$ cat config.mk
export PLATFORM = sky130hd
export DESIGN_NAME = keypad_conditioner
export DESIGN_NICKNAME = d
export VERILOG_FILES = /design/src/rtl/synth_pkg.sv /design/src/rtl/key_debouncer.sv /design/src/rtl/keypad_conditioner.sv
export SDC_FILE = /design/constraint.sdc
export NUM_CORES = 1
export LEC_CHECK = 0
export CAP_MARGIN = 20
export CORE_MARGIN = 2
export CORE_UTILIZATION = 30
export CTS_BUF_LIST = sky130_fd_sc_hd__clkbuf_2 sky130_fd_sc_hd__clkbuf_4 sky130_fd_sc_hd__clkbuf_8
export CTS_CLUSTER_DIAMETER = 30
export DETAILED_ROUTE_END_ITERATION = 16
export GPL_TIMING_DRIVEN = 0
export PLACE_DENSITY = 0.49
export SLEW_MARGIN = 20
export SYNTH_ARGS = -nofsm -noshare
export SYNTH_HDL_FRONTEND = slang
export SYNTH_HIERARCHICAL = 1
export SYNTH_SLANG_ARGS = --single-unit
export TNS_END_PERCENT = 10
$ cat constraint.sdc
create_clock -name clk -period 4.1 [get_ports clk]
set_input_delay 0.615 -clock clk [delete_from_list [all_inputs] [get_ports clk]]
set_output_delay 0.615 -clock clk [all_outputs]
set_load 0.01 [all_outputs]
$ cat src/rtl/synth_pkg.sv
// Shared types and key-map constants for the synthesizer front end.
// The helpers cover note priority and the waveform mode sequence.
package synth_pkg;

    localparam int NUM_NOTE_KEYS = 13;
    localparam int MODE_KEY      = 13;
    localparam int SOUNDGEN_KEY  = 14;

    typedef logic [3:0] note_t;

    typedef enum logic [1:0] {
        SAW    = 2'd0,
        TRI    = 2'd1,
        SQUARE = 2'd2
    } mode_t;

    // The highest pressed key wins, so scan upward and let later hits overwrite.
    function automatic note_t highest_note(input logic [NUM_NOTE_KEYS-1:0] keys);
        note_t n;
        n = '0;
        for (int i = 0; i < NUM_NOTE_KEYS; i++) begin
            if (keys[i]) n = note_t'(i + 1);
        end
        return n;
    endfunction

    function automatic mode_t next_mode(input mode_t m);
        case (m)
            SAW:     return TRI;
            TRI:     return SQUARE;
            default: return SAW;
        endcase
    endfunction

endpackage

$ cat src/rtl/key_debouncer.sv
// Two-flop synchronizer plus one shared stability counter for the whole key vector.
// Any change on any synchronized key restarts the acceptance window for all keys.
module key_debouncer #(
    parameter int WIDTH           = 15,
    parameter int DEBOUNCE_CYCLES = 10000
) (
    input  logic             clk,
    input  logic             rst,
    input  logic [WIDTH-1:0] i_raw,
    output logic [WIDTH-1:0] o_db
);

    localparam int            CW      = $clog2(DEBOUNCE_CYCLES);
    localparam logic [CW-1:0] CNT_MAX = CW'(DEBOUNCE_CYCLES - 1);

    logic [WIDTH-1:0] r_sync1;
    logic [WIDTH-1:0] r_sync2;
    logic [WIDTH-1:0] r_sync_q;
    logic [WIDTH-1:0] r_db;
    logic [CW-1:0]    r_cnt;

    logic             w_stable;
    logic             w_load;
    logic [CW-1:0]    w_cnt_next;

    assign w_stable = (r_sync2 == r_sync_q);

    // db loads on the edge where the counter reaches its terminal value, so the
    // window is exactly DEBOUNCE_CYCLES stable synchronized samples.
    always_comb begin
        // NOTE: defaults first so every path assigns every output -- no latch.
        w_cnt_next = '0;
        if (w_stable) begin
            w_cnt_next = (r_cnt == CNT_MAX) ? CNT_MAX : r_cnt + CW'(1);
        end
        w_load = w_stable && (w_cnt_next == CNT_MAX);
    end

    always_ff @(posedge clk) begin
        // NOTE: non-blocking assignments so every flop samples pre-edge values.
        if (rst) begin
            r_sync1  <= '0;
            r_sync2  <= '0;
            r_sync_q <= '0;
            r_cnt    <= '0;
            r_db     <= '0;
        end else begin
            r_sync1  <= i_raw;
            r_sync2  <= r_sync1;
            r_sync_q <= r_sync2;
            r_cnt    <= w_cnt_next;
            if (w_load) r_db <= r_sync2;
        end
    end

    assign o_db = r_db;

endmodule

$ cat src/rtl/keypad_conditioner.sv
// Keypad front end: debounced key vector to a priority note code, waveform mode
// cycling and a sound-generator toggle. Every output is registered.
module keypad_conditioner
    import synth_pkg::*;
#(
    parameter int NUM_KEYS        = 15,
    parameter int DEBOUNCE_CYCLES = 10000
) (
    input  logic                clk,
    input  logic                rst,
    input  logic                en,
    input  logic [NUM_KEYS-1:0] keypad_i,
    output logic [3:0]          note_o,
    output logic                note_strobe_o,
    output logic [1:0]          mode_o,
    output logic                soundgen_o
);

    logic [NUM_KEYS-1:0] w_db;
    logic                w_mode_rise;
    logic                w_sg_rise;
    mode_t               w_mode_next;
    logic                w_soundgen_next;
    note_t               w_note_next;
    logic                w_strobe_next;

    logic                r_mode_key_q;
    logic                r_sg_key_q;
    mode_t               r_mode;
    logic                r_soundgen;
    note_t               r_note;
    logic                r_strobe;

    key_debouncer #(
        .WIDTH           (NUM_KEYS),
        .DEBOUNCE_CYCLES (DEBOUNCE_CYCLES)
    ) u_debouncer (
        .clk   (clk),
        .rst   (rst),
        .i_raw (keypad_i),
        .o_db  (w_db)
    );

    // Note keys are level-driven; only mode and sound-gen need an edge history.
    assign w_mode_rise = w_db[MODE_KEY]     & ~r_mode_key_q;
    assign w_sg_rise   = w_db[SOUNDGEN_KEY] & ~r_sg_key_q;

    always_comb begin
        w_mode_next     = r_mode;
        w_soundgen_next = r_soundgen;
        if (en) begin
            if (w_mode_rise) w_mode_next     = next_mode(r_mode);
            if (w_sg_rise)   w_soundgen_next = ~r_soundgen;
        end
        w_note_next   = en ? highest_note(w_db[NUM_NOTE_KEYS-1:0]) : note_t'(0);
        w_strobe_next = (w_note_next != '0) && (w_note_next != r_note);
    end

    always_ff @(posedge clk) begin
        if (rst) begin
            r_mode_key_q <= 1'b0;
            r_sg_key_q   <= 1'b0;
            r_mode       <= SAW;
            r_soundgen   <= 1'b0;
            r_note       <= '0;
            r_strobe     <= 1'b0;
        end else begin
            // Edge history tracks even while disabled, so a key held across
            // enable rising is not seen as a fresh press.
            r_mode_key_q <= w_db[MODE_KEY];
            r_sg_key_q   <= w_db[SOUNDGEN_KEY];
            r_mode       <= w_mode_next;
            r_soundgen   <= w_soundgen_next;
            r_note       <= w_note_next;
            r_strobe     <= w_strobe_next;
        end
    end

    assign note_o        = r_note;
    assign note_strobe_o = r_strobe;
    assign mode_o        = r_mode;
    assign soundgen_o    = r_soundgen;

endmodule
==> run_results.csv, run 1 <==
group,metric,value,unit
outcome,outcome,"finished, final reports clean",
critical_path,worstPathCellList,"ha_1, nand3_4, a2111oi_0, a31oi_1, o22ai_1, and4_1, buf_6, buf_12, mux2_4",
synthesis,syn_area,0.003301,mm2
synthesis,async_flop_share,0,
job,maxCapViolCount,0,
route,antenna_left,0,
route,avgViaCountPerCell,4.286,
global_route,track_usage,0.1080,
clocking,insertion_delay,0.35,ns
synthesis,yosysSeqAreaShare,0.5095,
route,post_drt_wl_per_cell,11.88,um
layout,syn_to_final_growth,19.07,%
timing,slew_violations,0,
clocking,clkTransAtPathRegs,0.09,ns
synthesis,yosysUniqueCellTypes,47,
critical_path,cp_top_family,"compound AO/OA/AOI/OAI gates",
timing,fin_tns_setup,0,ns
layout,final_core_util,0.3641,
route,drc,0,
synthesis,synth_top_area_frac,0.5095,
timing,fmax,402.6,MHz
layout,nets,363,
critical_path,worstSetupPathType,"flip-flop to flip-flop",
layout,regArea,0.001682,mm2
timing,rsz0062_at_grt,"no",
critical_path,arrival,2.72,ns
synthesis,yosysWarnings,6,
placement,io_buffers,25,
synthesis,synth_enable_flop_cells,0,
pwr,ir_drop,0.0001557,V
clocking,cts_made_buffers,9,
placement,gp_congestion,0.7854,
synthesis,synthCells,308,
floorplan,die_w,108.9,um
clocking,cts_setup_buffers,0,
synthesis,syn-num-nets,327,
critical_path,cp_max_fo,10,
synthesis,synthFlopType,"dfxtp_1",
clocking,hold_buffers,0,
clocking,ctsHtreeMaxLevel,3,
layout,diodes,0,
timing,setup_viol,0,
timing,worstMarginPinSlew,0.5252,ns
floorplan,dieHeight,108.9,um
floorplan,pin_count,26,
timing,clock_skew,0.01276,ns
global_route,grt_pass1_wl,9570,um
global_route,grt_max_degree,17,
pwr,power_density,384.2,mW/mm2
timing,slew_headroom,0.6488,
route,drt-pass1-iter-count,4,
critical_path,reg2reg_slack,1.62,ns
timing,fin_crit_sh,0.6059,
timing,layout_min_cycle_time,2.484,ns
worst_hold_path,hold_path_class,"flip-flop to flip-flop",
timing,hold_viol,0,
critical_path,cp_slowest_cell,"a2111oi_0",
synthesis,synth.area.top_cells,"dfxtp_1, nor2b_1, xnor2_1, mux2_4, and2b_2",
clocking,root_buffer,"clkbuf_8",
critical_path,critPathRequiredTime,4.34,ns
floorplan,dieArea,0.01186,mm2
clocking,clockBufferDepth,2,
global_route,antenna_found_initial,0,
pwr,power.leakage,1.446,nW
critical_path,cp-start-kind,"flip-flop",
layout,multi_input_comb_area,0.001543,mm2
clocking,numClockSinks,84,
critical_path,slowest_delay,0.49,ns
floorplan,start_util,0.3058,
layout,filler_cell_count,1095,
route,drt_iter0_markers,68,
clocking,cts.repair.resized,0,
global_route,grt_pass1_vias,1974,
synthesis,ys_seq_elements,84,
critical_path,path_buf_inv,2,
critical_path,critPathCaptureType,"flip-flop",
route,wirelength,5807,um
route,vias,2096,
floorplan,fp-row-count,38,
synthesis,yosys.area.top_type,"dfxtp_1",
global_route,overflow,0,
layout,final_layout_size_suffix_gt1_frac,0.1777,
placement,dp_hpwl,4285,um
floorplan,core,0.01079,mm2
synthesis,synth_area_per_cell,10.72,um2
clocking,tritoncts,"done",
kinds of logic (layout without fill, tap and decap cells):
family | Yosys count | after routing | share of synthesized area
AND/OR/NAND/NOR | 139 | 139 | 0.2722
flip-flops | 84 | 84 | 0.5095
XOR/XNOR | 29 | 29 | 0.07695
AO/OA/AOI/OAI | 26 | 26 | 0.05194
multiplexers | 15 | 15 | 0.06254
buffers and inverters | 14 | 55 | 0.02312
adder cells (fa/ha/maj) | 1 | 1 | 0.003790
power breakdown:
part | total [mW] | switching, mW | internal (mW)
Combinational | 0.0607 | 0.0252 | 0.0355
Sequential | 0.841 | 0.00750 | 0.833
Clock | 0.608 | 0.317 | 0.291
Total | 1.51 | 0.350 | 1.16
area by class of cell:
cell class / instances / area share
Clock inverter: 7 / 0.02038
Timing Repair Buffer: 25 / 0.06367
Multi-Input combinational cell: 210 / 0.3926
Tap cell: 140 / 0.04457
Inverter: 4 / 0.003820
Sequential cell: 84 / 0.4279
Buffer: 10 / 0.01560
Clock buffer: 9 / 0.03152
layer usage:
metal / routed length, um / global-route usage / vias up
li1: - / - / 1104
met1: 3059 / 0.1460 / 950
met2: 2485 / 0.1575 / 40
met3: 225 / 0.03407 / 2
met4: 37 / 0.04670 / 0
met5: 0 / 0 / -
placed cells by master (no fill, tap or decap), drive strengths merged, types with 2 or more instances in the layout:
| cell type | instances |
|---|---|
| and4 | 3 |
| nor2 | 27 |
| nand3 | 6 |
| nor4 | 2 |
| nand4 | 9 |
| o21a | 2 |
| buf | 2 |
| clkbuf | 17 |
| nand2b | 2 |
| nand2 | 8 |
| dfxtp | 84 |
| xnor2 | 19 |
| inv | 8 |
| and2b | 18 |
| a211o | 2 |
| mux2 | 15 |
| xor2 | 10 |
| clkdlybuf4s50 | 25 |
| nand3b | 2 |
| nor3 | 10 |
| a31oi | 3 |
| nor2b | 46 |
| o21ai | 4 |
| a21oi | 8 |
final timing paths:
check / end / cells after the start / start
max reg2reg: u_debouncer/o_db[6] / 9 / u_debouncer/r_cnt[0]
min: u_debouncer/r_sync2[4] / 1 / u_debouncer/r_sync1[4]
min reg2reg: u_debouncer/r_sync2[4] / 1 / u_debouncer/r_sync1[4]
max: u_debouncer/o_db[6] / 9 / u_debouncer/r_cnt[0]
synthesized netlist by cell type (3+ instances only):
cell type	instances
and2b_1	3
clkbuf_1	8
nand2_1	7
xor2_1	10
and2b_2	15
a31oi_1	3
mux2_2	5
nand4_1	7
a21oi_1	8
nor2b_1	46
xnor2_1	19
nor3_1	8
inv_1	4
nor2_1	27
mux2_4	10
dfxtp_1	84
nand3_1	5
flip-flops by register name, summed over array words and instances (netlist names):
register              cells
u_debouncer/o_db         15
u_debouncer/r_sync2      15
note_o                    4
u_debouncer/r_sync1      15
soundgen_o                1
r_sg_key_q                1
note_strobe_o             1
mode_o                    2
r_mode_key_q              1
u_debouncer/r_sync_q     15
u_debouncer/r_cnt        14
metrics by stage:
stage | total power, mW | hold slack [ns] | std cells | setup slack (ns) | cell area [um2]
2_1_floorplan | 0.8927 | 0.4138 | 308 | 1.894 | 3301
3_3_place_gp | 0.9225 | 0.4274 | 473 | 1.497 | 3726
3_5_place_dp | 0.9225 | 0.4255 | 473 | 1.502 | 3726
4_1_cts | 1.535 | 0.4467 | 489 | 1.621 | 3930
5_1_grt | 1.582 | 0.4626 | 489 | 1.412 | 3930
6_report | 1.510 | 0.4383 | 489 | 1.616 | 3930
(Power assumes the default switching activity.)
==> inputs of run 2 (changes only) <==
--- a/config.mk
+++ b/config.mk
@@ -12,7 +12,7 @@
 export CTS_CLUSTER_DIAMETER = 30
 export DETAILED_ROUTE_END_ITERATION = 16
 export GPL_TIMING_DRIVEN = 0
-export PLACE_DENSITY = 0.49
+export PLACE_DENSITY = 0.5
 export SLEW_MARGIN = 20
 export SYNTH_ARGS = -nofsm -noshare
 export SYNTH_HDL_FRONTEND = slang
==> constraint.sdc (replaced) <==
create_clock -name clk -period 2.2 [get_ports clk]
set_input_delay 0.33 -clock clk [delete_from_list [all_inputs] [get_ports clk]]
set_output_delay 0.33 -clock clk [all_outputs]
set_load 0.01 [all_outputs]
==> run_results.csv, run 2 (synthesis gave the netlist of run 1 again) <==
group,metric,value,unit
outcome,outcome,"finished, final reports clean",
timing,rsz0062_at_grt,"yes",
route,avgViaCountPerCell,4.315,
pwr,report.power.total,2.914,mW
floorplan,dieHeight,108.9,um
clocking,clockBufferDepth,2,
global_route,grt_pass1_wl,9584,um
critical_path,critPathRequiredTime,2.44,ns
worst_hold_path,min_from,"u_debouncer/r_sync1[13]",
route,drt-pass1-iter-count,4,
route,antenna_left,0,
layout,final_common_cell,"dfxtp_1",
critical_path,cp_max_fo,7,
critical_path,reg2reg_from,"u_debouncer/r_cnt[1]",
layout,final_cell_mix,"dfxtp_1, nor2b_1, nor2_1",
critical_path,worstPathCellList,"ha_4, nand3_4, nor3_4, nand4_2, a211oi_2, and4_1, buf_6, clkbuf_16, mux2_4",
layout,nets,373,
global_route,grt_max_degree,16,
job,maxCapViolCount,0,
timing,worstMarginPinSlew,0.4829,ns
timing,slew_violations,0,
critical_path,cp_slowest_cell,"dfxtp_4",
worst_hold_path,hold_path_class,"flip-flop to flip-flop",
layout,diodes,0,
placement,dp_hpwl,4224,um
critical_path,reg2reg_slack,0.01,ns
clocking,ctsHtreeMaxLevel,3,
clocking,insertion_delay,0.35,ns
pwr,power_density,710.6,mW/mm2
timing,setup_slack,0.01251,ns
placement,gp_congestion,0.7941,
clocking,root_buffer,"clkbuf_8",
pwr,ir_drop,0.0003418,V
clocking,clkTransAtPathRegs,0.08,ns
global_route,grt_pass1_vias,1952,
timing,hold_viol,0,
timing,fmax,457.1,MHz
timing,worst_hold_slack,0.4431,ns
floorplan,die_w,108.9,um
route,drc,0,
clocking,tritoncts,"done",
layout,syn_to_final_growth,24.26,%
pwr,power.leakage,1.513,nW
placement,dp_slack,-0.2208,ns
route,wirelength,5954,um
critical_path,critPathCaptureType,"flip-flop",
route,vias,2153,
layout,final_layout_size_suffix_gt1_frac,0.2201,
layout,filler_cell_count,1098,
global_route,antenna_found_initial,0,
layout,regArea,0.001689,mm2
floorplan,pin_count,26,
route,drt_iter0_markers,75,
placement,io_buffers,25,
floorplan,start_util,0.3058,
timing,clock_skew,0.009631,ns
critical_path,slowest_delay,0.38,ns
critical_path,cp-start-kind,"flip-flop",
floorplan,fp-row-count,38,
critical_path,rr_worst_depth,9,
layout,multi_input_comb_area,0.001592,mm2
layout,final_core_util,0.3800,
clocking,numClockSinks,84,
timing,layout_min_cycle_time,2.187,ns
worst_hold_path,min_to,"u_debouncer/r_sync2[13]",
critical_path,path_buf_inv,2,
clocking,cts_made_buffers,9,
critical_path,worstSetupPathType,"flip-flop to flip-flop",
timing,slew_headroom,0.6751,
global_route,overflow,0,
floorplan,dieArea,0.01186,mm2
critical_path,r2r_end,"u_debouncer/o_db[8]",
timing,setup_viol,0,
worst_hold_path,whs_path_depth,1,
critical_path,arrival,2.43,ns
critical_path,cp_top_family,"simple AND/OR/NAND/NOR gates",
floorplan,core,0.01079,mm2
timing,fin_crit_sh,0.9943,
route,post_drt_wl_per_cell,11.93,um
global_route,track_usage,0.1061,
==> run 2: cell type report <==
cell class,instances,area share
Clock buffer,10,0.03203
Clock inverter,6,0.02318
Timing Repair Buffer,35,0.08359
Buffer,10,0.01495
Sequential cell,84,0.4118
Tap cell,140,0.04271
Multi-Input combinational cell,210,0.3880
Inverter,4,0.003661
==> run 2: how the worst max path moves through the flow <==
stage,from,end,slack [ns],cells past startpoint
2_1_floorplan,u_debouncer/r_cnt[0],u_debouncer/o_db[10],0.009,9
3_3_place_gp,u_debouncer/r_cnt[0],u_debouncer/o_db[6],-0.22,9
3_5_place_dp,u_debouncer/r_cnt[0],u_debouncer/o_db[8],-0.22,9
4_1_cts,u_debouncer/r_cnt[1],u_debouncer/o_db[8],0.004,9
5_1_grt,u_debouncer/r_cnt[1],u_debouncer/o_db[5],-0.11,9
6_report,u_debouncer/r_cnt[1],u_debouncer/o_db[8],0.01,9
==> run 2: where the power goes <==
part | total [mW] | switching (mW) | internal [mW] | leakage (nW)
clock network | 1.23 | 0.567 | 0.667 | 0.115
logic | 0.116 | 0.0480 | 0.0683 | 0.712
registers | 1.56 | 0.0139 | 1.55 | 0.686
total | 2.91 | 0.629 | 2.29 | 1.51
==> run 2: per-layer routing <==
metal | global-route usage | vias up | routed length (um)
met2 | 0.1508 | 37 | 2562
met5 | 0 | - | 0
met1 | 0.1481 | 981 | 3123
met3 | 0.03228 | 6 | 203
li1 | - | 1129 | -
met4 | 0.04396 | 0 | 64
==> run 2: per-stage QoR <==
| stage | setup TNS (ns) | area (um2) | instances |
|---|---|---|---|
| 2_1_floorplan | 0 | 3303 | 308 |
| 3_3_place_gp | -4.412 | 3729 | 473 |
| 3_5_place_dp | -3.630 | 3729 | 473 |
| 4_1_cts | 0 | 4034 | 494 |
| 5_1_grt | -0.9438 | 4101 | 499 |
| 6_report | 0 | 4101 | 499 |
==> run 2: repair_timing <==
item / CTS / global route
buffers inserted: 5 / 4
pin swaps: 2 / 6
endpoints found under the setup margin: 15 / 12
cloned: 0 / 1
gates resized for setup: 9 / 2
hold buffers: 0 / 0
